### config.mk
export PLATFORM = sky130hd
export DESIGN_NAME = i2c_target
export DESIGN_NICKNAME = d
export VERILOG_FILES = /design/src/rtl/i2c_pkg.sv /design/src/rtl/i2c_line_sync.sv /design/src/rtl/i2c_target.sv
export SDC_FILE = /design/constraint.sdc
export NUM_CORES = 1
export LEC_CHECK = 0
export ABC_AREA = 1
export BUFFER_PORTS_ARGS = -buffer_cell sky130_fd_sc_hd__buf_2
export CORE_MARGIN = 5
export CORE_UTILIZATION = 28
export CTS_CLUSTER_DIAMETER = 60
export CTS_CLUSTER_SIZE = 28
export DETAILED_ROUTE_END_ITERATION = 7
export PLACE_DENSITY = 0.56
export SYNTH_ARGS = -nofsm -noshare
export SYNTH_HDL_FRONTEND = slang
export SYNTH_SLANG_ARGS = --single-unit
### constraint.sdc
create_clock -name clk -period 3.9 [get_ports clk]
set_input_delay 0.585 -clock clk [delete_from_list [all_inputs] [get_ports clk]]
set_output_delay 0.585 -clock clk [all_outputs]
set_load 0.03 [all_outputs]
### src/rtl/i2c_pkg.sv
// Shared types and constants for the I2C target: FSM state encoding and bus-level constants.
package i2c_pkg;

    // Protocol phase of the target, one value per byte/ACK slot kind.
    typedef enum logic [2:0] {
        IDLE,
        ADDR,
        ADDR_ACK,
        WRITE,
        WRITE_ACK,
        READ,
        READ_ACK,
        IGNORE
    } i2c_state_e;

    // R/W bit value that selects a read (target -> initiator) transfer.
    localparam logic I2C_RW_READ = 1'b1;
    // SDA level that means acknowledge in the ninth bit slot.
    localparam logic I2C_ACK     = 1'b0;
    // Number of data bits in one byte slot.
    localparam logic [3:0] I2C_BYTE_BITS = 4'd8;

endpackage

### src/rtl/i2c_line_sync.sv
// Synchroniser and edge detector for one open-drain I2C line (SCL or SDA).
// The chain and the edge-compare flop preset to 1, the idle level of a pulled-up line,
// so leaving reset never produces a spurious edge.
module i2c_line_sync #(
    parameter int SYNC_STAGES = 2
) (
    input  logic clk,
    input  logic reset,
    input  logic pin_i,
    output logic level_o,
    output logic rise_o,
    output logic fall_o
);

    logic [SYNC_STAGES-1:0] sync_q;
    logic                   prev_q;

    // Move the pin level through the synchroniser and keep last cycle's level for edge compare.
    always_ff @(posedge clk) begin
        if (reset) begin
            sync_q <= '1;
            prev_q <= 1'b1;
        end else begin
            sync_q <= {sync_q[SYNC_STAGES-2:0], pin_i};
            prev_q <= sync_q[SYNC_STAGES-1];
        end
    end

    assign level_o = sync_q[SYNC_STAGES-1];
    assign rise_o  = level_o & ~prev_q;
    assign fall_o  = ~level_o & prev_q;

endmodule

### src/rtl/i2c_target.sv
// I2C target: detects START/STOP, matches a 7-bit address, ACKs, and moves bytes
// to and from a byte-level host port. Never stretches SCL.
module i2c_target
    import i2c_pkg::*;
#(
    parameter logic [6:0] ADDRESS     = 7'h3C,
    parameter int         SYNC_STAGES = 2
) (
    input  logic       clk,
    input  logic       reset,
    input  logic       scl_in,
    input  logic       sda_in,
    output logic       sda_low,
    output logic [7:0] rx_data,
    output logic       rx_valid,
    output logic       rx_first,
    output logic       tx_req,
    input  logic [7:0] tx_data,
    output logic       busy,
    output logic       nack_seen
);

    logic scl_lvl, scl_rise, scl_fall;
    logic sda_lvl, sda_rise, sda_fall;
    logic start_det, stop_det;
    logic [7:0] shift_in;

    i2c_state_e state_q;
    logic [3:0] cnt_q;
    logic [7:0] shift_q;
    logic       ack_phase_q;   // 0: waiting for the fall that opens the ACK slot, 1: for the one that closes it
    logic       rw_q;
    logic       first_q;
    logic       sda_low_q;
    logic [7:0] rx_data_q;
    logic       rx_valid_q;
    logic       rx_first_q;
    logic       tx_req_q;
    logic       busy_q;
    logic       nack_q;

    i2c_line_sync #(.SYNC_STAGES(SYNC_STAGES)) u_scl_sync (
        .clk     (clk),
        .reset   (reset),
        .pin_i   (scl_in),
        .level_o (scl_lvl),
        .rise_o  (scl_rise),
        .fall_o  (scl_fall)
    );

    i2c_line_sync #(.SYNC_STAGES(SYNC_STAGES)) u_sda_sync (
        .clk     (clk),
        .reset   (reset),
        .pin_i   (sda_in),
        .level_o (sda_lvl),
        .rise_o  (sda_rise),
        .fall_o  (sda_fall)
    );

    // Bus conditions: SDA moving while SCL is high is never data.
    assign start_det = sda_fall & scl_lvl;
    assign stop_det  = sda_rise & scl_lvl;
    assign shift_in  = {shift_q[6:0], sda_lvl};

    // Protocol FSM with registered bus and host outputs; START/STOP override every state.
    always_ff @(posedge clk) begin
        if (reset) begin
            state_q     <= IDLE;
            cnt_q       <= '0;
            shift_q     <= '0;
            ack_phase_q <= 1'b0;
            rw_q        <= 1'b0;
            first_q     <= 1'b0;
            sda_low_q   <= 1'b0;
            rx_data_q   <= '0;
            rx_valid_q  <= 1'b0;
            rx_first_q  <= 1'b0;
            tx_req_q    <= 1'b0;
            busy_q      <= 1'b0;
            nack_q      <= 1'b0;
        end else begin
            rx_valid_q <= 1'b0;
            tx_req_q   <= 1'b0;
            nack_q     <= 1'b0;

            // The host answers tx_req with the next read byte one cycle later.
            if (tx_req_q) begin
                shift_q <= tx_data;
            end

            if (start_det) begin
                // busy is held here and re-decided by the address byte that follows.
                state_q     <= ADDR;
                cnt_q       <= '0;
                ack_phase_q <= 1'b0;
                sda_low_q   <= 1'b0;
            end else if (stop_det) begin
                state_q     <= IDLE;
                cnt_q       <= '0;
                ack_phase_q <= 1'b0;
                sda_low_q   <= 1'b0;
                busy_q      <= 1'b0;
            end else begin
                case (state_q)
                    IDLE: begin
                        sda_low_q <= 1'b0;
                    end

                    ADDR: begin
                        if (scl_rise) begin
                            shift_q <= shift_in;
                            cnt_q   <= cnt_q + 4'd1;
                            if (cnt_q == I2C_BYTE_BITS - 4'd1) begin
                                cnt_q <= '0;
                                if (shift_q[6:0] == ADDRESS) begin
                                    state_q     <= ADDR_ACK;
                                    ack_phase_q <= 1'b0;
                                    busy_q      <= 1'b1;
                                    rw_q        <= sda_lvl;
                                    first_q     <= 1'b1;
                                end else begin
                                    state_q <= IGNORE;
                                    busy_q  <= 1'b0;
                                end
                            end
                        end
                    end

                    ADDR_ACK: begin
                        if (scl_fall) begin
                            if (!ack_phase_q) begin
                                sda_low_q   <= 1'b1;
                                ack_phase_q <= 1'b1;
                                if (rw_q == I2C_RW_READ) begin
                                    tx_req_q <= 1'b1;
                                end
                            end else begin
                                ack_phase_q <= 1'b0;
                                if (rw_q == I2C_RW_READ) begin
                                    sda_low_q <= ~shift_q[7];
                                    shift_q   <= {shift_q[6:0], 1'b0};
                                    cnt_q     <= 4'd1;
                                    state_q   <= READ;
                                end else begin
                                    sda_low_q <= 1'b0;
                                    cnt_q     <= '0;
                                    state_q   <= WRITE;
                                end
                            end
                        end
                    end

                    WRITE: begin
                        if (scl_rise) begin
                            shift_q <= shift_in;
                            cnt_q   <= cnt_q + 4'd1;
                            if (cnt_q == I2C_BYTE_BITS - 4'd1) begin
                                cnt_q       <= '0;
                                rx_data_q   <= shift_in;
                                rx_valid_q  <= 1'b1;
                                rx_first_q  <= first_q;
                                first_q     <= 1'b0;
                                ack_phase_q <= 1'b0;
                                state_q     <= WRITE_ACK;
                            end
                        end
                    end

                    WRITE_ACK: begin
                        if (scl_fall) begin
                            if (!ack_phase_q) begin
                                sda_low_q   <= 1'b1;
                                ack_phase_q <= 1'b1;
                            end else begin
                                sda_low_q   <= 1'b0;
                                ack_phase_q <= 1'b0;
                                cnt_q       <= '0;
                                state_q     <= WRITE;
                            end
                        end
                    end

                    READ: begin
                        if (scl_fall) begin
                            if (cnt_q == I2C_BYTE_BITS) begin
                                sda_low_q   <= 1'b0;
                                ack_phase_q <= 1'b0;
                                state_q     <= READ_ACK;
                            end else begin
                                sda_low_q <= ~shift_q[7];
                                shift_q   <= {shift_q[6:0], 1'b0};
                                cnt_q     <= cnt_q + 4'd1;
                            end
                        end
                    end

                    READ_ACK: begin
                        if (!ack_phase_q) begin
                            if (scl_rise) begin
                                if (sda_lvl == I2C_ACK) begin
                                    tx_req_q    <= 1'b1;
                                    ack_phase_q <= 1'b1;
                                end else begin
                                    nack_q    <= 1'b1;
                                    sda_low_q <= 1'b0;
                                    state_q   <= IGNORE;
                                end
                            end
                        end else if (scl_fall) begin
                            sda_low_q   <= ~shift_q[7];
                            shift_q     <= {shift_q[6:0], 1'b0};
                            cnt_q       <= 4'd1;
                            ack_phase_q <= 1'b0;
                            state_q     <= READ;
                        end
                    end

                    IGNORE: begin
                        sda_low_q <= 1'b0;
                    end

                    default: begin
                        state_q   <= IDLE;
                        sda_low_q <= 1'b0;
                    end
                endcase
            end
        end
    end

    assign sda_low   = sda_low_q;
    assign rx_data   = rx_data_q;
    assign rx_valid  = rx_valid_q;
    assign rx_first  = rx_first_q;
    assign tx_req    = tx_req_q;
    assign busy      = busy_q;
    assign nack_seen = nack_q;

endmodule

==> results of run 1 <==
worst paths after layout:
path,start,to,depth (start not counted)
min,u_scl_sync.sync_q[0],u_scl_sync.sync_q[1],1
min reg2reg,u_scl_sync.sync_q[0],u_scl_sync.sync_q[1],1
max,tx_req,tx_req,1
max reg2reg,state_q[1],shift_q[3],9
metal layers:
metal / wire length (um) / vias to the layer above / GRT usage, %
li1: - / 989 / -
met3: 307 / 12 / 3.125
met1: 2349 / 832 / 15.21
met5: 0 / - / 0
met4: 119 / 0 / 5.054
met2: 2124 / 55 / 17.67
worst register-to-register path, stage by stage (launching register included):
cell                      delay [ns]
sky130_fd_sc_hd__dfxtp_1        0.53
sky130_fd_sc_hd__inv_1          0.14
sky130_fd_sc_hd__nand2_1        0.08
sky130_fd_sc_hd__nand2_1        0.09
sky130_fd_sc_hd__inv_2          0.07
sky130_fd_sc_hd__nor2_1         0.05
sky130_fd_sc_hd__nor2_2         0.31
sky130_fd_sc_hd__nand3_2        0.26
sky130_fd_sc_hd__nand2_1        0.12
sky130_fd_sc_hd__a21oi_1        0.06
layout by cell type, fill, tap and decap left out:
master / n
sky130_fd_sc_hd__inv_2: 9
sky130_fd_sc_hd__o21ai_0: 17
sky130_fd_sc_hd__nor2_8: 1
sky130_fd_sc_hd__nand4_1: 8
sky130_fd_sc_hd__a31oi_1: 1
sky130_fd_sc_hd__a21oi_2: 2
sky130_fd_sc_hd__xor2_1: 2
sky130_fd_sc_hd__o21ai_2: 1
sky130_fd_sc_hd__bufinv_16: 2
sky130_fd_sc_hd__nand3_1: 15
sky130_fd_sc_hd__o211ai_1: 2
sky130_fd_sc_hd__nand2_1: 61
sky130_fd_sc_hd__nand3_2: 2
sky130_fd_sc_hd__clkbuf_8: 6
sky130_fd_sc_hd__dfxtp_1: 38
sky130_fd_sc_hd__nor2_1: 52
sky130_fd_sc_hd__nor3_1: 3
sky130_fd_sc_hd__nor2_4: 2
sky130_fd_sc_hd__nand2_2: 3
sky130_fd_sc_hd__nand4_2: 1
sky130_fd_sc_hd__and2_1: 1
sky130_fd_sc_hd__o21ai_1: 1
sky130_fd_sc_hd__ha_1: 2
sky130_fd_sc_hd__inv_1: 26
sky130_fd_sc_hd__nor3_2: 1
sky130_fd_sc_hd__a41oi_1: 1
sky130_fd_sc_hd__buf_2: 25
sky130_fd_sc_hd__mux2i_1: 6
sky130_fd_sc_hd__or2_2: 5
sky130_fd_sc_hd__a21oi_1: 21
sky130_fd_sc_hd__nor2_2: 1
power by group through the flow:
stage | sequential, mW | combinational [mW] | clock, mW
3_3_place_gp | 0.492 | 0.619 | 0
4_1_cts | 0.486 | 0.624 | 0.429
5_1_grt | 0.496 | 0.706 | 0.446
3_5_place_dp | 0.494 | 0.621 | 0
2_1_floorplan | 0.479 | 0.506 | 0
6_report | 0.487 | 0.626 | 0.420
cells in the mapped netlist:
cell	count
sky130_fd_sc_hd__a21oi_1	21
sky130_fd_sc_hd__a21oi_2	2
sky130_fd_sc_hd__a31oi_1	1
sky130_fd_sc_hd__a41oi_1	1
sky130_fd_sc_hd__and2_1	1
sky130_fd_sc_hd__buf_4	2
sky130_fd_sc_hd__clkbuf_1	4
sky130_fd_sc_hd__dfxtp_1	38
sky130_fd_sc_hd__ha_1	2
sky130_fd_sc_hd__inv_1	26
sky130_fd_sc_hd__inv_2	9
sky130_fd_sc_hd__mux2i_1	6
sky130_fd_sc_hd__nand2_1	61
sky130_fd_sc_hd__nand2_2	3
sky130_fd_sc_hd__nand3_1	15
sky130_fd_sc_hd__nand3_2	2
sky130_fd_sc_hd__nand4_1	8
sky130_fd_sc_hd__nand4_2	1
sky130_fd_sc_hd__nor2_1	52
sky130_fd_sc_hd__nor2_2	1
sky130_fd_sc_hd__nor2_4	2
sky130_fd_sc_hd__nor2_8	1
sky130_fd_sc_hd__nor3_1	3
sky130_fd_sc_hd__nor3_2	1
sky130_fd_sc_hd__o211ai_1	2
sky130_fd_sc_hd__o21ai_0	17
sky130_fd_sc_hd__o21ai_1	1
sky130_fd_sc_hd__o21ai_2	1
sky130_fd_sc_hd__or2_2	5
sky130_fd_sc_hd__xor2_1	2
through the flow:
| step | hold slack, ns | area (um2) |
|---|---|---|
| floorplan | 0.3895 | 1988 |
| global placement | 0.3950 | 2203 |
| detailed placement | 0.4015 | 2203 |
| CTS | 0.4194 | 2346 |
| global route | 0.4485 | 2346 |
| finish | 0.4140 | 2346 |
state kept, by name, summed over array words and instances, names as in the netlist, 2 cells and up:
| signal | cells |
|---|---|
| rx_data | 8 |
| shift_q | 8 |
| cnt_q | 4 |
| state_q | 3 |
| u_scl_sync.sync_q | 2 |
| u_sda_sync.sync_q | 2 |
area by class of cell:
cell class | instances | area (um2)
clock buffer | 6 | 82.58
clock inverter | 2 | 60.06
fill | 762 | 4523
inverter | 35 | 131.4
multi-input combinational | 212 | 1066
sequential | 38 | 760.7
tap | 96 | 120.1
timing repair buffer | 25 | 125.1
logic make-up after synthesis:
| family | after synthesis | share of synthesized area (%) |
|---|---|---|
| buffers and inverters | 41 | 8.118 |
| AOI/OAI and AO/OA | 46 | 12.65 |
| and+or+nand+nor | 156 | 35.81 |
| adders and majority gates | 2 | 1.258 |
| xor gates and xnor gates | 2 | 0.8812 |
| muxes | 6 | 3.021 |
| DFF | 38 | 38.26 |
==> metrics.txt, run 1 <==
total number of vias 1888; transition time at the pin with the least slew margin 0.5376 ns; hold violation count in the final report 0; relative contribution of combinational cells to total power 40.8%; peak fanout along the critical path 11; ratio of final minimum period to clock period 47.56%; hold buffer count at CTS 0; sequential share of power 31.7%; detailed-router iteration count before antenna repair 4; post-route setup TNS 0 ns; remaining routing DRC violations 0; area of the mapped netlist 1988 um2; min Tclk post-route 1.855 ns; antenna violations before repair 0; global placement routability congestion 0.9751; synthesized instance count 291; flip-flop and latch count after synthesis 38; Max Buffers Root-to-Sink 2; smallest setup slack after layout 2.045 ns; largest cells by area after synthesis sky130_fd_sc_hd__dfxtp_1 38%, sky130_fd_sc_hd__nand2_1 12%, sky130_fd_sc_hd__nor2_1 9.8%; upper clock frequency limit 539.2 MHz; reported leakage power 1.109 nW; final clock skew 0.003690 ns; series of cell instances along the critical path buf_2; setup repair after global routing missed its margin no; number of vias per cell 4.560; result of the run complete, no violations; wire length of the first global-routing pass 8.204 mm; remaining antenna violation count 0; maximum vdd ir drop 213.1 uV; row cnt 30; cell chosen for the clock root sky130_fd_sc_hd__clkbuf_8; share of post-route cells with drive strength above 1 19.18%; Synth Area per Inst 6.832 um2; count of instances resized after the clock tree is built 0; count of final max-slew check failures 0; Hold Crit Class reg -> reg; number of global-route vias before repair 1729; final cell count without fillers 414; sequential share of the synthesized area 38.26%; Largest delay share family, worst path flip-flops; fin nets 331; fraction of the core area covered by cells at the end of the flow 34.15%; top cell type's share of synthesized area 38.26%; initial standard-cell utilization of the core 28.94%; largest net degree at the start of global routing 19; overall power 1.533 mW; nature of the critical path startpoint flop; Final setup violation count 0; most area-hungry cell type in the Yosys netlist sky130_fd_sc_hd__dfxtp_1; pre-CTS setup slack 2.111 ns; cts bufs inserted 5; aggregate global-route resource usage 11.58%; DP Wirelength 3.774 mm; average wire length per cell after detail routing 11.84 um; data required time at the worst endpoint 3.31 ns; number of primary I/O pins 26; register-to-register setup slack 2.08 ns; initial detailed-routing violation count 147; Num Clock Sinks 38; Die Y-Extent 94.27 um; cell count after placement 406; longest individual stage delay on the worst path 0.66 ns; switching share of power 41.42%; Total Wirelength 4.900 mm; number of H-tree levels 2; post-CTS setup buffers 0; source-to-sink clock delay at the later pin of the worst-skew pair 0.29 ns; number of warnings printed during yosys synthesis 0; worst max-slew margin expressed relative to the limit 64.11%; Syn-to-layout area delta 18.00%; count of antenna diodes in the layout 0; data arrival time of the critical path 1.27 ns; PortBufs 25; Core Footprint 6869 um2; kind of capture point of the worst setup path output port; max-cap check violation count 0; buffering stage count on the worst path with inverters included 1; count of different cell masters after synthesis 30; slowest cell on the critical path sky130_fd_sc_hd__dfxtp_1; clock-pin slew of the registers on the worst-case setup and hold paths 0.08 ns; TritonCTS clock tree yes; part of the power in the clock network 27.4%; overall die area 8886 um2; number of nets in the synthesized netlist 305; Die Wd 94.27 um; net switching power of the design 0.6349 mW; Critical Setup Path Class reg -> out; Congestion Overflow GR 0; power per cell area 653.4 nW/um2; internal portion of total power 0.8979 mW
No activity file was read; power rests on OpenSTA's default activity.
==> run 2, diff against run 1 <==
- clock period: 3.9 -> 1.8 ns (I/O delays scaled with it)
==> run 2 against run 1 <==
Against the previous run: clock-buffer cell count stayed put; non-clock buffer count is 4 higher; combinational power is 130% higher; die area stayed put; sequential cell count stayed put; highest routed layer unchanged.
==> metrics.txt, run 2 (synthesis results as in run 1) <==
data arrival time of the critical path 1.82 ns (+0.55 ns); remaining routing DRC violations 0 (unchanged); result of the run complete, no violations; final design instance area without fill 2369 um2 (+0.96%); Hold Worst Slack 0.1614 ns (-0.2525 ns); total number of vias 1887 (-0.053%); initial standard-cell utilization of the core 28.94% (unchanged); fin nets 335 (+1.2%); count of instances resized after the clock tree is built 0 (unchanged); TritonCTS clock tree yes; clock-pin slew of the registers on the worst-case setup and hold paths 0.07 ns (about the same); series of cell instances along the critical path ha_1, nand3_1, nor2_2, nand4_4, inv_6, o21ai_0, a21oi_1; post-CTS setup buffers 0 (unchanged); Die Y-Extent 94.27 um (unchanged); row cnt 30 (unchanged); number of vias per cell 4.525 (-0.77%); upper clock frequency limit 626.3 MHz; number of inserted filler cells in the final layout 751 (-1.4%); detailed-router iteration count before antenna repair 4 (unchanged); Congestion Overflow GR 0 (unchanged); Max Buffers Root-to-Sink 2 (unchanged); global placement routability congestion 0.9123 (-6.4%); wire length of the first global-routing pass 8.583 mm (+4.6%); slowest cell on the critical path sky130_fd_sc_hd__dfxtp_1; kind of capture point of the worst setup path flop; Num Clock Sinks 38 (unchanged); maximum vdd ir drop 418.8 uV (+97%); hold buffer count at CTS 0 (unchanged); largest net degree at the start of global routing 19 (unchanged); source-to-sink clock delay at the later pin of the worst-skew pair 0.29 ns (about the same); most common library cell in the layout ignoring fill and taps sky130_fd_sc_hd__nand2_1; aggregate global-route resource usage 11.98% (+0.40 points); peak fanout along the critical path 13 (+2); remaining antenna violation count 0 (unchanged); most used cells in the layout excluding fill and tap cells 60 x sky130_fd_sc_hd__nand2_1, 51 x sky130_fd_sc_hd__nor2_1, 35 x sky130_fd_sc_hd__dfxtp_1, 26 x sky130_fd_sc_hd__inv_1, 25 x sky130_fd_sc_hd__buf_2; antenna violations before repair 0 (unchanged); max-cap check violation count 0 (unchanged); cell chosen for the clock root sky130_fd_sc_hd__clkbuf_8; count of final max-slew check failures 0 (unchanged); initial detailed-routing violation count 132 (-10%); transition time at the pin with the least slew margin 0.4969 ns (-0.04068 ns); DP Wirelength 3.807 mm (+0.86%); met1 track demand over resource in global routing 16.47% (+1.3 points); Die Wd 94.27 um (unchanged); setup repair after global routing missed its margin no; routing usage on met2 18.44% (+0.77 points); hold violation count in the final report 0 (unchanged); longest individual stage delay on the worst path 0.38 ns (-0.28 ns); global routing met3 resource utilization 2.885% (-0.24 points); number of global-route vias before repair 1848 (+6.9%); share of post-route cells with drive strength above 1 21.50% (+2.3 points); number of primary I/O pins 26 (unchanged); data required time at the worst endpoint 2.02 ns (-1.29 ns); final clock skew 0.009657 ns (+0.005967 ns); nature of the critical path startpoint flop; power per cell area 1369 nW/um2 (+110%); cts bufs inserted 5 (unchanged); Placed Area 2233 um2 (+1.4%); count of antenna diodes in the layout 0 (unchanged); reported leakage power 1.103 nW (-0.55%); overall die area 8886 um2 (unchanged); Core Footprint 6869 um2 (unchanged); Total Wirelength 4.910 mm (+0.20%); Final setup violation count 0 (unchanged); number of H-tree levels 2 (unchanged); Critical Setup Path Class reg -> reg; min Tclk post-route 1.597 ns; Hold Crit Class in -> reg; PortBufs 25 (unchanged); most used routing layer met2; average wire length per cell after detail routing 11.77 um (-0.52%); worst max-slew margin expressed relative to the limit 66.83% (+2.7 points); post-route setup TNS 0 ns (unchanged); ratio of final minimum period to clock period 88.70%; Syn-to-layout area delta 19.13%
## run 2: cell types whose count changed in the layout (fill, tap and decap cells not counted), sizes merged
cell / previous run / this run
bufinv: 2 / 1
buf: 25 / 29
## run 2: area by class of cell
type	count	area, um2	area share, %
Sequential cell	38	764.5	32.28
Inverter	35	136.4	5.758
Timing Repair Buffer	29	155.1	6.550
Clock buffer	6	82.58	3.487
Clock inverter	1	30.03	1.268
Multi-Input combinational cell	212	1080	45.59
Tap cell	96	120.1	5.071
## run 2: worst max-delay path: cells and delay by family, from the launching register on
kind            cells  cell delay (ns)
fa+ha+maj           1             0.19
flops               1             0.38
buf+inv             1             0.17
compound gates      2             0.23
simple gates        3             0.57
## run 2: power breakdown
part           internal (mW)  switching (mW)  leakage, nW
sequential             0.940           0.106        0.310
combinational          0.471           0.979        0.736
clock                  0.444           0.302       0.0573
total                   1.85            1.39         1.10
## run 2: through the flow
step | power [mW] | std cells | utilization [%] | setup WS, ns
final | 3.242 | 417 | 34.48 | 0.2034
after global routing | 3.559 | 417 | 34.48 | 0.0002545
after CTS | 3.232 | 417 | 34.15 | 0.02477
after detailed placement | 2.480 | 410 | 32.51 | 0.06166
after global placement | 2.470 | 410 | 32.51 | 0.06348
after floorplan | 2.134 | 291 | - | 0.3812
## run 2: path summary, 6_finish.rpt
path,endpoint,cells after the start,start,slack [ns]
setup reg to reg,rx_data[1],7,cnt_q[0],0.20
setup / recovery,rx_data[1],7,cnt_q[0],0.20
hold reg to reg,u_scl_sync.sync_q[1],1,u_scl_sync.sync_q[0],0.41
hold / removal,u_scl_sync.sync_q[0],2,scl_in,0.16
## run 2: metal layers
layer	part of all wire [%]	up-vias
li1	-	997
met1	51	843
met2	43	40
met3	4.9	7
met4	1.3	0
met5	0	-
